<file path="src/rtl/i2c_slave_controller.sv">
// i2c_slave_controller: 7-bit addressed I2C slave with a byte-wide receive
// handshake (rx_data/rx_valid/rx_ready) and transmit handshake
// (tx_data/tx_valid/tx_taken). SCL/SDA are open-drain: *_oe = 1 pulls low.
// Optional clock stretching on an empty transmit slot: I2C_SLAVE_CLK_STRETCH_EN.
// SYNC_STAGES must be at least 2.
module i2c_slave_controller #(
  parameter int SYNC_STAGES = 2
) (
  input  logic       core_clk,
  input  logic       rst,
  input  logic       scl_in,
  input  logic       sda_in,
  input  logic [6:0] own_address,
  output logic       sda_oe,
  output logic       scl_oe,
  output logic [7:0] rx_data,
  output logic       rx_valid,
  input  logic       rx_ready,
  input  logic [7:0] tx_data,
  input  logic       tx_valid,
  output logic       tx_taken,
  output logic       busy,
  output logic       read_mode
);

  typedef enum logic [2:0] {
    IDLE, ADDR, ADDR_ACK, RX_DATA, RX_ACK, TX_DATA, TX_ACK, IGNORE
  } state_t;

  logic [SYNC_STAGES-1:0] scl_sync_q, sda_sync_q;
  logic scl_prev_q, sda_prev_q;
  logic scl_s, sda_s, scl_rise, scl_fall, start_det, stop_det;

  state_t     state_q, state_d;
  logic [2:0] cnt_q, cnt_d;
  logic [7:0] shift_q, shift_d;
  logic [7:0] rx_data_q, rx_data_d;
  logic       sda_oe_q, sda_oe_d, scl_oe_q, scl_oe_d;
  logic       rx_valid_q, rx_valid_d, tx_taken_q, tx_taken_d;
  logic       read_mode_q, read_mode_d, mack_q, mack_d;
  logic       tx_load;

  // Bus synchronizers plus one delayed copy for edge detection; idle bus is high.
  always_ff @(posedge core_clk or posedge rst) begin
    if (rst) begin
      scl_sync_q <= '1;
      sda_sync_q <= '1;
      scl_prev_q <= 1'b1;
      sda_prev_q <= 1'b1;
    end else begin
      scl_sync_q <= {scl_sync_q[SYNC_STAGES-2:0], scl_in};
      sda_sync_q <= {sda_sync_q[SYNC_STAGES-2:0], sda_in};
      scl_prev_q <= scl_sync_q[SYNC_STAGES-1];
      sda_prev_q <= sda_sync_q[SYNC_STAGES-1];
    end
  end

  assign scl_s     = scl_sync_q[SYNC_STAGES-1];
  assign sda_s     = sda_sync_q[SYNC_STAGES-1];
  assign scl_rise  = scl_s & ~scl_prev_q;
  assign scl_fall  = ~scl_s & scl_prev_q;
  // SCL must be high in both samples so SDA/SCL skew is not taken as START/STOP.
  assign start_det = scl_s & scl_prev_q & sda_prev_q & ~sda_s;
  assign stop_det  = scl_s & scl_prev_q & ~sda_prev_q & sda_s;

  // Protocol FSM registers.
  always_ff @(posedge core_clk or posedge rst) begin
    if (rst) begin
      state_q     <= IDLE;
      cnt_q       <= '0;
      shift_q     <= '0;
      rx_data_q   <= '0;
      sda_oe_q    <= 1'b0;
      scl_oe_q    <= 1'b0;
      rx_valid_q  <= 1'b0;
      tx_taken_q  <= 1'b0;
      read_mode_q <= 1'b0;
      mack_q      <= 1'b0;
    end else begin
      state_q     <= state_d;
      cnt_q       <= cnt_d;
      shift_q     <= shift_d;
      rx_data_q   <= rx_data_d;
      sda_oe_q    <= sda_oe_d;
      scl_oe_q    <= scl_oe_d;
      rx_valid_q  <= rx_valid_d;
      tx_taken_q  <= tx_taken_d;
      read_mode_q <= read_mode_d;
      mack_q      <= mack_d;
    end
  end

  // Next-state logic. In the ACK states sda_oe_q doubles as the phase marker:
  // the first SCL fall starts driving the ACK, the second ends the ACK bit.
  always_comb begin
    state_d     = state_q;
    cnt_d       = cnt_q;
    shift_d     = shift_q;
    rx_data_d   = rx_data_q;
    sda_oe_d    = sda_oe_q;
    scl_oe_d    = scl_oe_q;
    rx_valid_d  = 1'b0;
    tx_taken_d  = 1'b0;
    read_mode_d = read_mode_q;
    mack_d      = mack_q;
    tx_load     = 1'b0;
    if (stop_det) begin
      state_d  = IDLE;
      sda_oe_d = 1'b0;
      scl_oe_d = 1'b0;
      mack_d   = 1'b0;
    end else if (start_det) begin
      // A real START implies SDA was released, so clearing sda_oe is a no-op on the bus.
      state_d  = ADDR;
      cnt_d    = '0;
      sda_oe_d = 1'b0;
      scl_oe_d = 1'b0;
      mack_d   = 1'b0;
    end else begin
      case (state_q)
        ADDR: if (scl_rise) begin
          shift_d = {shift_q[6:0], sda_s};
          cnt_d   = cnt_q + 3'd1;
          if (cnt_q == 3'd7) begin
            if (shift_d[7:1] == own_address) begin
              state_d     = ADDR_ACK;
              read_mode_d = sda_s;
            end else begin
              state_d = IGNORE;
            end
          end
        end
        ADDR_ACK: if (scl_fall) begin
          if (!sda_oe_q) sda_oe_d = 1'b1;
          else if (read_mode_q) begin
            state_d = TX_DATA;
            tx_load = 1'b1;
          end else begin
            sda_oe_d = 1'b0;
            cnt_d    = '0;
            state_d  = RX_DATA;
          end
        end
        RX_DATA: if (scl_rise) begin
          shift_d = {shift_q[6:0], sda_s};
          cnt_d   = cnt_q + 3'd1;
          if (cnt_q == 3'd7) begin
            rx_data_d  = shift_d;
            rx_valid_d = 1'b1;
            state_d    = rx_ready ? RX_ACK : IGNORE;
          end
        end
        RX_ACK: if (scl_fall) begin
          if (!sda_oe_q) sda_oe_d = 1'b1;
          else begin
            sda_oe_d = 1'b0;
            cnt_d    = '0;
            state_d  = RX_DATA;
          end
        end
        TX_DATA: begin
          // SCL held low by us means a load is still waiting on tx_valid.
          if (scl_oe_q) tx_load = 1'b1;
          else if (scl_fall) begin
            if (cnt_q == 3'd7) begin
              sda_oe_d = 1'b0;
              mack_d   = 1'b0;
              state_d  = TX_ACK;
            end else begin
              cnt_d    = cnt_q + 3'd1;
              sda_oe_d = ~shift_q[6];
              shift_d  = {shift_q[6:0], 1'b1};
            end
          end
        end
        TX_ACK: begin
          if (scl_rise) begin
            if (sda_s) state_d = IGNORE;
            else       mack_d  = 1'b1;
          end else if (scl_fall && mack_q) begin
            mack_d  = 1'b0;
            state_d = TX_DATA;
            tx_load = 1'b1;
          end
        end
        default: ;
      endcase
      // Transmit byte load, always on an SCL-low phase; drives bit 7 immediately.
      if (tx_load) begin
        cnt_d = '0;
        if (tx_valid) begin
          shift_d    = tx_data;
          tx_taken_d = 1'b1;
          sda_oe_d   = ~tx_data[7];
          scl_oe_d   = 1'b0;
        end else begin
`ifdef I2C_SLAVE_CLK_STRETCH_EN
          scl_oe_d = 1'b1;
          sda_oe_d = 1'b0;
`else
          shift_d  = 8'hFF;
          sda_oe_d = 1'b0;
`endif
        end
      end
    end
  end

  assign sda_oe    = sda_oe_q;
`ifdef I2C_SLAVE_CLK_STRETCH_EN
  assign scl_oe    = scl_oe_q;
`else
  assign scl_oe    = 1'b0;
`endif
  assign rx_data   = rx_data_q;
  assign rx_valid  = rx_valid_q;
  assign tx_taken  = tx_taken_q;
  assign busy      = (state_q != IDLE);
  assign read_mode = read_mode_q;

endmodule

</file>
<file path="config.mk">
export PLATFORM = sky130hd
export DESIGN_NAME = i2c_slave_controller
export DESIGN_NICKNAME = d
export VERILOG_FILES = /design/src/rtl/i2c_slave_controller.sv
export SDC_FILE = /design/constraint.sdc
export NUM_CORES = 1
export LEC_CHECK = 0
export BUFFER_PORTS_ARGS = -buffer_cell sky130_fd_sc_hd__buf_4
export CAP_MARGIN = 30
export CORE_MARGIN = 1
export CORE_UTILIZATION = 50
export CTS_CLUSTER_DIAMETER = 80
export DETAILED_ROUTE_END_ITERATION = 10
export PLACE_DENSITY = 0.78
export SLEW_MARGIN = 20
export SYNTH_ARGS = -nofsm -noshare
export SYNTH_HDL_FRONTEND = slang
export SYNTH_SLANG_ARGS = --single-unit
</file>
<file path="constraint.sdc">
create_clock -name core_clk -period 2.1 [get_ports core_clk]
set_input_delay 0.21 -clock core_clk [delete_from_list [all_inputs] [get_ports core_clk]]
set_output_delay 0.21 -clock core_clk [all_outputs]
set_load 0.005 [all_outputs]
</file>
==> results.cfg <==
[placed_design]
gp_congestion = 0.917
port-buffer-count = 33
hpwl_um = 3140
dp_slack_ns = 0.121

[synthesis]
ys_seq_area_share_pct = 43.9
mappedNetlistNets = 196
synth_area_leaders = dfrtp_1 35%, dfstp_2 8.6%, a221oi_2 6.5%, mux2_2 5.5%, nor2_1 5.3%
synth_mux_area_share_pct = 6.59
synth_top_family_by_area = simple AND/OR/NAND/NOR gates
synth_edf_count = 0
synth_seq_cells = 32
synth_fa_ha_area_share_pct = 1.36
syn_area_per_cell_um2 = 10.6
synth_common_cells = 26 x dfrtp_1, 26 x nor2_1, 9 x mux2_2, 9 x nand2_1, 8 x a221oi_2
synthArstFlopShare_pct = 100
ys_types = 50
yosys.area_share.xor_xnor_pct = 3.80
ys.flop_type = dfrtp_1
yosys.area.top_type = dfrtp_1
yosys_warnings = 0
yosys.area_share.simple_pct = 21.4
synth_area_um2 = 1840
synth_cells = 173
synth_compound_area_share_pct = 18.1
yosysTopAreaCellShare_pct = 35.3

[drt]
drtPass1Iterations = 4
drtAntennaViolNets = 0
wirelength_um = 4310
drtIter0Drc = 62
drc = 0
via_count = 1516
wl_per_cell_um = 16.4
viasPerCell = 5.76

[sta]
rsz0062_at_grt = false
fin_crit_ns = 1.91
hold_violations = 7
final_max_slew_viol_count = 0
fin_setup_tns_ns = 0
fin_ws_ns = 0.187
worst_clock_skew_ns = 0.00442
max_freq_mhz = 523
setup_viol = 0
whs_ns = -0.00275
fin_crit_sh_pct = 91.1

[global_routing]
grt_antenna_before_repair = 0
grt_pass1_vias = 1553
grt_overflow = 0
grt_max_degree = 33
grt_usage_pct = 24.5
grt_pass1_wl_um = 7300

[critical_path]
cp.arrival_ns = 2.09
cp_max_fo = 11
path_class = reg -> reg
critPathRequiredTime_ns = 2.28
crit_path_end_kind = register
cp-start-kind = register

[die]
die_h_um = 62.7
ioPinCount = 35
rows = 21
initial_core_util_pct = 53.5
core_um2 = 3440
dieArea_um2 = 3930
die_width_um = 62.7

[pwr]
p_per_area_nw_per_um2 = 1020
peakVddDrop_mv = 0.578
power_leakage_nw = 1.00
finalPower_mw = 2.33

[status]
violations = negative hold slack
outcome = finished, violations left

[clock_network]
clock_path_buffers = 2
ctsHtreeMaxLevel = 2
numClockSinks = 32
cts-root-buf = clkbuf_8
clock_latency_ns = 0.29
cts_buffers = 5
cts.reportedPaths.clkPinSlew_ns = 0.07
cts_tree = done

[final_layout]
syn2layout_area_growth_pct = 23.6
multi_input_area_um2 = 953
drive_above_1_share_pct = 39.2
nFillCells = 268
antenna_cells = 0
fin_nets = 239
seqCellArea_um2 = 808

[min_path]
min-delay-path-class = in -> async

[flow_run]
max-cap-violations = 0
state kept, by name, summed over array words and instances (netlist names):
signal	count
shift_q	7
sda_sync_q	2
scl_prev_q	1
rx_data	8
scl_sync_q	2
sda_oe	1
rx_valid	1
read_mode	1
state_q	3
mack_q	1
tx_taken	1
sda_prev_q	1
cnt_q	3
area by class of cell:
type                    count  area share, %
well taps                  46           2.53
multi-input cells         126           41.9
clock buffers               7           3.79
clock inverters             1          0.330
inverters                   5          0.824
flip-flops and latches     32           35.5
repair buffers             46           15.2
timing repair:
| item | in CTS | in global routing |
|---|---|---|
| buffers inserted | 0 | 2 |
| hold buffers | 0 | 0 |
| setup endpoints to repair | 0 | 5 |
| gates resized for setup | 0 | 1 |
cell usage in the layout (no fill, tap or decap), types with 2 or more instances in the layout:
| master | netlist | routed |
|---|---|---|
| buf_4 | 3 | 46 |
| clkbuf_8 | 0 | 6 |
| a21oi_1 | 2 | 2 |
| dfrtp_1 | 26 | 26 |
| or3_1 | 2 | 2 |
| a22o_1 | 2 | 2 |
| nand2_1 | 9 | 9 |
| nor2_1 | 26 | 26 |
| xnor2_1 | 3 | 3 |
| xor2_1 | 5 | 5 |
| and2_1 | 3 | 3 |
| a221oi_2 | 8 | 8 |
| nand4_1 | 2 | 2 |
| ha_1 | 2 | 2 |
| o21ai_0 | 7 | 7 |
| nand3b_1 | 3 | 3 |
| o21a_1 | 2 | 2 |
| mux2_2 | 9 | 9 |
| nand2b_1 | 2 | 2 |
| nor2b_1 | 2 | 2 |
| inv_1 | 5 | 5 |
| mux2i_1 | 2 | 2 |
| nand3_1 | 6 | 6 |
| nor4bb_1 | 2 | 2 |
| o211ai_1 | 4 | 4 |
| dfstp_2 | 6 | 6 |
critical path, cell delays in order (launching register included):
cell,delay (ns)
dfstp_2,0.63
nor4bb_1,0.37
a31oi_1,0.11
a221oi_2,0.44
nand3_1,0.12
o211a_1,0.14
layer usage:
metal	share of wire (%)	track usage [%]	routed length [um]
met4	2.0	11.0	87
met5	0	0	0
met2	52	39.9	2230
met1	42	30.2	1800
met3	4.5	6.75	192
through the flow:
step | area (um2) | utilization, % | std cells | hold WS (ns)
finish | 2280 | 66.2 | 263 | -0.00275
global route | 2280 | 66.2 | 263 | 0.0175
CTS | 2260 | 65.6 | 261 | 0.00989
floorplan | 1840 | - | 173 | 0.214
detailed placement | 2160 | 62.8 | 253 | 0.320
global placement | 2160 | 62.8 | 253 | 0.317
power breakdown:
group	leakage, nW	switching [mW]	internal [mW]
logic	0.569	0.453	0.442
clock network	0.0445	0.237	0.266
registers	0.389	0.191	0.738
total	1.00	0.881	1.45
logic make-up after synthesis:
kind of cell    Yosys count
compound gates           35
xor+xnor                  8
fa+ha+maj                 2
simple gates             69
buf+inv                  15
flops                    32
mux                      11
other cells               1
path summary, 6_finish.rpt:
| path | startpoint | endpoint | slack [ns] | cells past startpoint |
|---|---|---|---|---|
| max | scl_sync_q[1]$_DFF_PP1_ | state_q[1]$_DFFE_PP0P_ | 0.19 | 5 |
| min | rst | rx_data[7]$_DFFE_PP0P_ | -0.003 | 3 |
| max reg2reg | scl_sync_q[1]$_DFF_PP1_ | state_q[1]$_DFFE_PP0P_ | 0.19 | 5 |
| min reg2reg | scl_sync_q[0]$_DFF_PP1_ | scl_sync_q[1]$_DFF_PP1_ | 0.36 | 0 |
| max in group asynchronous | rst | sda_prev_q$_DFF_PP1_ | 1.78 | 3 |
| min in group core_clk | sda_in | sda_sync_q[0]$_DFF_PP1_ | 0.02 | 1 |
(Power assumes the default switching activity.)
